`src/rtl/maf_dot_product_seq.sv`:
```
// ---------------------------------------------------------------------------
// maf_dot_product_seq
//   Upstream sequencer for a fused multiply-accumulate (MAF) datapath.
//   Computes acc = acc (+/-) a_k*b_k for k = 0..len-1 by issuing one operand
//   pair at a time to an external MAF instance. The running accumulator is
//   fed back on maf_c_o, and the MAF result is captured after the MAF's
//   fixed latency. The final accumulator is returned on result_o.
//   Operand format: {exc[1:0], sign, exponent, mantissa[size_mantissa-2:0]}.
//
// Optional feature macro: MAF_SEQ_INIT_C_EN
//   Defined   : adds c_init_i; the accumulator starts from c_init_i.
//   Undefined : no c_init_i port; the accumulator starts from zero.
//
// Ports
//   clk, rst          clock, asynchronous active-high reset
//   start_i           begin an operation (sampled only while idle)
//   len_i, sub_i      pair count and add/subtract mode, latched on start_i
//   in_valid_i/in_ready_o, a_number_i, b_number_i   operand stream
//   maf_a_o, maf_b_o, maf_c_o, maf_sub_o            registered MAF inputs
//   maf_result_i      MAF result
//   c_init_i          initial accumulator (MAF_SEQ_INIT_C_EN only)
//   busy_o            high whenever not idle
//   result_valid_o    one-cycle pulse qualifying result_o
//   result_o          final accumulator value (held until next operation)
// ---------------------------------------------------------------------------
module maf_dot_product_seq #(
  parameter int size_mantissa        = 24,
  parameter int size_exponent        = 8,
  parameter int size_exception_field = 2,
  parameter int size_len             = 8,
  parameter int maf_latency          = 0,
  localparam int size = size_exponent + size_mantissa + size_exception_field
) (
  input  logic                clk,
  input  logic                rst,
  input  logic                start_i,
  input  logic [size_len-1:0] len_i,
  input  logic                sub_i,
  input  logic                in_valid_i,
  output logic                in_ready_o,
  input  logic [size-1:0]     a_number_i,
  input  logic [size-1:0]     b_number_i,
  output logic [size-1:0]     maf_a_o,
  output logic [size-1:0]     maf_b_o,
  output logic [size-1:0]     maf_c_o,
  output logic                maf_sub_o,
  input  logic [size-1:0]     maf_result_i,
`ifdef MAF_SEQ_INIT_C_EN
  input  logic [size-1:0]     c_init_i,
`endif
  output logic                busy_o,
  output logic                result_valid_o,
  output logic [size-1:0]     result_o
);

  localparam int wcnt_w = (maf_latency > 1) ? $clog2(maf_latency + 1) : 1;

  typedef enum logic [1:0] {
    S_IDLE,
    S_ISSUE,
    S_WAIT,
    S_DONE
  } state_t;

  state_t              state_q, state_d;
  logic [size_len-1:0] remaining_q, remaining_d;
  logic [wcnt_w-1:0]   wcnt_q, wcnt_d;
  logic                sub_q, sub_d;
  logic [size-1:0]     acc_q, acc_d;
  logic [size-1:0]     maf_a_q, maf_a_d;
  logic [size-1:0]     maf_b_q, maf_b_d;
  logic [size-1:0]     maf_c_q, maf_c_d;
  logic                maf_sub_q, maf_sub_d;
  logic                in_ready_q, in_ready_d;
  logic                busy_q, busy_d;
  logic                result_valid_q, result_valid_d;
  logic [size-1:0]     result_q, result_d;
  logic [size-1:0]     acc_init;

`ifdef MAF_SEQ_INIT_C_EN
  assign acc_init = c_init_i;
`else
  assign acc_init = '0;
`endif

  always_comb begin
    state_d        = state_q;
    remaining_d    = remaining_q;
    wcnt_d         = wcnt_q;
    sub_d          = sub_q;
    acc_d          = acc_q;
    maf_a_d        = maf_a_q;
    maf_b_d        = maf_b_q;
    maf_c_d        = maf_c_q;
    maf_sub_d      = maf_sub_q;
    result_d       = result_q;
    result_valid_d = 1'b0;

    case (state_q)
      S_IDLE: begin
        if (start_i) begin
          sub_d       = sub_i;
          remaining_d = len_i;
          acc_d       = acc_init;
          state_d     = (len_i != '0) ? S_ISSUE : S_DONE;
        end
      end
      S_ISSUE: begin
        // in_ready_q is high throughout ISSUE, so valid alone qualifies.
        if (in_valid_i) begin
          maf_a_d     = a_number_i;
          maf_b_d     = b_number_i;
          maf_c_d     = acc_q;
          maf_sub_d   = sub_q;
          remaining_d = remaining_q - 1'b1;
          wcnt_d      = wcnt_w'(maf_latency);
          state_d     = S_WAIT;
        end
      end
      S_WAIT: begin
        if (wcnt_q != '0) begin
          wcnt_d = wcnt_q - 1'b1;
        end else begin
          acc_d   = maf_result_i;
          state_d = (remaining_q != '0) ? S_ISSUE : S_DONE;
        end
      end
      S_DONE: begin
        result_valid_d = 1'b1;
        result_d       = acc_q;
        state_d        = S_IDLE;
      end
      default: state_d = S_IDLE;
    endcase

    // Status outputs are registered from the next state so they line up
    // with the state they describe.
    in_ready_d = (state_d == S_ISSUE);
    busy_d     = (state_d != S_IDLE);
  end

  always_ff @(posedge clk or posedge rst) begin
    if (rst) begin
      state_q        <= S_IDLE;
      remaining_q    <= '0;
      wcnt_q         <= '0;
      sub_q          <= 1'b0;
      acc_q          <= '0;
      maf_a_q        <= '0;
      maf_b_q        <= '0;
      maf_c_q        <= '0;
      maf_sub_q      <= 1'b0;
      in_ready_q     <= 1'b0;
      busy_q         <= 1'b0;
      result_valid_q <= 1'b0;
      result_q       <= '0;
    end else begin
      state_q        <= state_d;
      remaining_q    <= remaining_d;
      wcnt_q         <= wcnt_d;
      sub_q          <= sub_d;
      acc_q          <= acc_d;
      maf_a_q        <= maf_a_d;
      maf_b_q        <= maf_b_d;
      maf_c_q        <= maf_c_d;
      maf_sub_q      <= maf_sub_d;
      in_ready_q     <= in_ready_d;
      busy_q         <= busy_d;
      result_valid_q <= result_valid_d;
      result_q       <= result_d;
    end
  end

  assign in_ready_o     = in_ready_q;
  assign maf_a_o        = maf_a_q;
  assign maf_b_o        = maf_b_q;
  assign maf_c_o        = maf_c_q;
  assign maf_sub_o      = maf_sub_q;
  assign busy_o         = busy_q;
  assign result_valid_o = result_valid_q;
  assign result_o       = result_q;

endmodule

```
`config.mk`:
```
export PLATFORM = sky130hd
export DESIGN_NAME = maf_dot_product_seq
export DESIGN_NICKNAME = d
export VERILOG_FILES = /design/src/rtl/maf_dot_product_seq.sv
export SDC_FILE = /design/constraint.sdc
export NUM_CORES = 1
export LEC_CHECK = 0
export BUFFER_PORTS_ARGS = -buffer_cell sky130_fd_sc_hd__clkbuf_2
export CELL_PAD_IN_SITES_DETAIL_PLACEMENT = 0
export CELL_PAD_IN_SITES_GLOBAL_PLACEMENT = 1
export CORE_AREA = 3 3 137 139
export DETAILED_ROUTE_END_ITERATION = 8
export DIE_AREA = 0 0 140 142
export GPL_TIMING_DRIVEN = 0
export PLACE_DENSITY = 0.8
export SETUP_SLACK_MARGIN = 0.5
export SLEW_MARGIN = 20
export SYNTH_ARGS = -nofsm -noshare
export SYNTH_HDL_FRONTEND = slang
export SYNTH_SLANG_ARGS = --single-unit
```
`constraint.sdc`:
```
create_clock -name clk -period 12.9 [get_ports clk]
set_input_delay 1.935 -clock clk [delete_from_list [all_inputs] [get_ports clk]]
set_output_delay 1.935 -clock clk [all_outputs]
set_load 0.02 [all_outputs]
```
# After elaboration in Yosys (flattened, before gate mapping)
# Index checks and enable logic that the tools add are counted.
[totals]
reg_bits = 186
latch_bits = 0
mem_bits_rw = 0
romBits = 0
input_bits = 115
output_inout_bits = 140
n_memories = 0
[op_classes]
addsub = 2
multipliers = 0
div_mod_pow = 0
magnitude_cmp = 0
eq_ne = 7
shift = 0
n_mux = 16
n_bitwise = 0
n_reduce_logical = 12
[ops]
columns = ["operator", "n"]
rows = [
  ["$mux W34", 2],
  ["$pmux W34 S2", 1],
  ["$mux W8", 2],
  ["$pmux W8 S2", 1],
  ["$reduce_bool A8 Y1", 2],
  ["$mux W2", 5],
  ["$pmux W2 S4", 1],
  ["$reduce_bool A2 Y1", 4],
  ["$sub A8 B1 Y8 const B", 1],
  ["$ne A2 B2 Y1 const B", 3],
  ["$reduce_and A2 Y1", 3],
  ["$reduce_and A3 Y1", 2],
  ["$eq A2 B1 Y1 const B", 2],
  ["$eq A2 B2 Y1 const B", 2],
  ["$mux W1", 3],
  ["$logic_not A2 Y1", 1],
  ["$pmux W1 S2", 1],
  ["$sub A1 B1 Y1 const B", 1],
]

# Logic depth before layout (Yosys ltp)
[logic_depth]
ltp_word = 5
ltp_mapped = 7
mapped_depth_nobuf = 6

# Least setup slack after synthesis
# Ideal clock, no wire load.
[synth_path]
path_type = "input-to-reg"
start = "input port in_valid_i"
end = "register remaining_q[2]"
arrival_ns = 2.697
required_ns = 12.775
slack_ns = 10.078
path_stages = 6
cell_sequence = "mux2i_1 or2_1 clkbuf_1 buf_2 o21ai_0 o21ai_1"
[synth_via]
elab_chain_cells = 2
[synth_rtl]
columns = ["item", "line_no", "rtl"]
rows = [
  ["start, declared", "39", "input logic in_valid_i,"],
  ["$ne A2 B2 Y1 (no line)", "-", ""],
  ["$reduce_and A3 Y1 (no line)", "-", ""],
  ["end signal, assigned", "159", "remaining_q <= remaining_d;"],
  ["end, declared", "66", "logic [size_len-1:0] remaining_q, remaining_d;"],
]
# Every way passes these cells.
# A chain may end at the register's enable or synchronous reset.

# Worst setup path after layout
[layout_path]
start = "input port start_i"
end = "register acc_q[4]"
[layout_via]
elab_chain_cells = 2
[layout_rtl]
columns = ["item", "line_no", "rtl"]
rows = [
  ["start, declared", "36", "input logic start_i,"],
  ["$ne A2 B2 Y1 (no line)", "-", ""],
  ["$reduce_and A3 Y1 (no line)", "-", ""],
  ["end signal, assigned", "148", "acc_q <= '0;"],
  ["end signal, assigned", "162", "acc_q <= acc_d;"],
  ["end, declared", "69", "logic [size-1:0] acc_q, acc_d;"],
]
# Every way passes these cells.

==> impl_metrics.py <==
metrics = {
    "outcome": {
        "outcome": "finished clean",
    },
    "global_route": {
        "grt_busiest_layer": "met2",
        "use_met3_pct": 4.805,
        "grt_pass1_vias": 5271,
        "overflow": 0,
        "grt_use_met1_pct": 22.54,
        "grt_max_degree": 104,
        "antenna_found_initial": 0,
        "grtUsageMet2_pct": 29.81,
        "grt_first_pass_wirelength_mm": 27.99,
        "track_usage_pct": 17.68,
    },
    "die": {
        "initial_utilization_pct": 41.38,
        "num_io_pins": 255,
        "dieHeight_um": 142,
        "die_w_um": 140,
        "core_area_um2": 17780,
        "rows": 49,
        "die_area_um2": 19880,
    },
    "detailed_routing": {
        "drt_first_pass_iters": 4,
        "drc": 0,
        "drt_iter0_markers": 215,
        "ant_nets": 0,
        "vias": 5042,
        "wl_per_cell_um": 16.91,
        "vias_per_cell": 4.853,
        "wl_mm": 17.57,
    },
    "timing": {
        "whs_ns": 0.5054,
        "fin_ws_ns": 9.869,
        "min_period_ns": 3.031,
        "setup_viol": 0,
        "slew_headroom_pct": 48.02,
        "post-route-period-util_pct": 23.50,
        "fin_tns_setup_ns": 0,
        "clock.fmax_ghz": 0.3299,
        "rsz0062_at_grt": "no",
        "hold_viol": 0,
        "tightest_slew_ns": 0.7763,
        "finClkSkew_ns": 0.009974,
        "finalMaxSlewViolations": 0,
    },
    "worst_setup_path": {
        "cp.required_ns": 13.18,
        "r2r_slack_ns": 10.97,
        "end_kind": "register",
        "crit_path_start_kind": "input port",
        "cp_max_fo": 10,
        "critPathKind": "input port to register",
        "cp_data_arrival_time_ns": 3.31,
    },
    "final_layout": {
        "nets": 913,
        "drive_gt1_share_pct": 55.19,
        "final.fill_count": 1512,
        "seqCellArea_um2": 4629,
        "num_antenna_cells": 0,
        "fin_area_um2": 9552,
        "multi_input_area_um2": 2527,
        "syn2layout_area_growth_pct": 29.83,
    },
    "clocking": {
        "cts_tree": "yes",
        "hold_buffers": 0,
        "clk_root_buffer_cell": "clkbuf_16",
        "clk_latency_ns": 0.42,
        "cts.path.max_buffers": 2,
        "post-cts-setup-buffers": 0,
        "h-tree-depth": 4,
        "clock-sinks": 185,
        "cts_made_buffers": 17,
        "clkTransAtPathRegs_ns": 0.07,
        "cts_resized": 0,
    },
    "place": {
        "hpwl_mm": 12.92,
        "port-buffer-count": 254,
        "dp_slack_ns": 9.461,
        "place_area_um2": 8950,
        "gp_congestion": 0.8431,
    },
    "logic_synthesis": {
        "synth_seq_cells": 185,
        "synthTopCellsByArea": "dfrtp_1 (63%), mux2_2 (14%), mux2_4 (9.8%), nand2_1 (3.6%), o21ai_0 (2.8%)",
        "synth_cell_types": 29,
        "netlist_area_um2": 7357,
        "yosysMostFrequentCell": "dfrtp_1",
        "yosysWarningCount": 0,
        "ys.flop_type": "dfrtp_1",
        "avgSynthCellArea_um2": 14.07,
        "syn_nets": 639,
        "ys_seq_area_share_pct": 62.93,
        "yosysTopAreaCell": "dfrtp_1",
        "netlist.area_leader.share_pct": 62.93,
        "synth_edf_count": 0,
        "syn_inst": 523,
        "synth_commonest_cells": "dfrtp_1 (185), mux2_2 (90), nand2_1 (71)",
        "ys_async_sr_fraction_pct": 100.0,
    },
    "power": {
        "power_density_nw_per_um2": 266.4,
        "power.leakage_nw": 4.969,
        "peakVddDrop_mv": 0.1251,
    },
    "hold_path": {
        "min_path_type": "register to register",
    },
    "flow_run": {
        "maxCapViolCount": 0,
    },
}
worst max-delay path, cell delays in order:
cell and delay [ns]:
clkbuf_2 0.12, nor3b_2 0.65, clkbuf_1 0.42, o21ai_0 0.17
metrics by stage:
| stage | power (mW) | std cells | utilization [%] |
|---|---|---|---|
| 2_1_floorplan | 1.675 | 523 | - |
| 3_3_place_gp | 1.994 | 1006 | 50.14 |
| 3_5_place_dp | 2.035 | 1007 | 50.34 |
| 4_1_cts | 2.577 | 1039 | 53.72 |
| 5_1_grt | 2.696 | 1039 | 53.72 |
| 6_report | 2.545 | 1039 | 53.72 |
state kept, by name, indices dropped and copies added, names as in the netlist:
register	cells
acc_q	34
busy_o	1
in_ready_o	1
maf_a_o	34
maf_b_o	34
maf_c_o	34
maf_sub_o	1
remaining_q	8
result_o	34
result_valid_o	1
state_q	2
sub_q	1
placed cells by master, fill, tap and decap left out, drive strengths merged:
cell type,n
dfrtp,185
nor2,14
nor3,2
o21ai,43
nor4,3
nand3,3
a22oi,3
buf,21
bufinv,3
o2bb2ai,1
clkinvlp,3
nand2b,4
mux2i,2
nand4,1
ha,1
or2,1
inv,8
nand2,72
nor3b,1
mux2,138
a41oi,2
nor2b,3
o22a,3
clkinv,4
clkbuf,284
a21oi,5
layout make-up:
| type | instances | share of cell area (%) |
|---|---|---|
| timing repair buffer | 255 | 13.60 |
| clock buffer | 19 | 4.532 |
| tap | 229 | 3.000 |
| clock inverter | 13 | 1.768 |
| inverter | 5 | 0.2751 |
| multi-input combinational | 302 | 26.46 |
| buffer | 31 | 1.899 |
| sequential | 185 | 48.47 |
kinds of logic after synthesis:
family                     Yosys count  share of synthesized area (%)
buffers and inverters               36                          2.721
DFF                                185                          62.93
adders and majority gates            1                         0.1700
muxes                              140                          23.84
and+or+nand+nor                    104                          6.054
AOI/OAI and AO/OA                   57                          4.286
routing by layer:
layer  share of wire, %  up-vias
met3                5.7       21
met1                 41     2514
li1                   -     2344
met5                  0        -
met4                1.6        0
met2                 52      163
final timing paths:
path,from,cells after the start,to
worst max-delay path,start_i,4,acc_q[4]
worst min-delay path,maf_c_o[0],1,maf_c_o[0]
worst max register to register,state_q[1],4,acc_q[4]
worst min register to register,maf_c_o[0],1,maf_c_o[0]
max in group asynchronous,rst,3,maf_b_o[29]
min in group asynchronous,rst,2,maf_c_o[17]
power by group:
| group | switching (mW) | internal (mW) | total, mW | leakage (nW) |
|---|---|---|---|---|
| registers | 0.155 | 0.841 | 0.996 | 2.34 |
| clock network | 0.224 | 0.307 | 0.531 | 0.286 |
| logic | 0.573 | 0.445 | 1.02 | 2.34 |
| total | 0.952 | 1.59 | 2.54 | 4.97 |
Power figures use the tool's default switching activity.
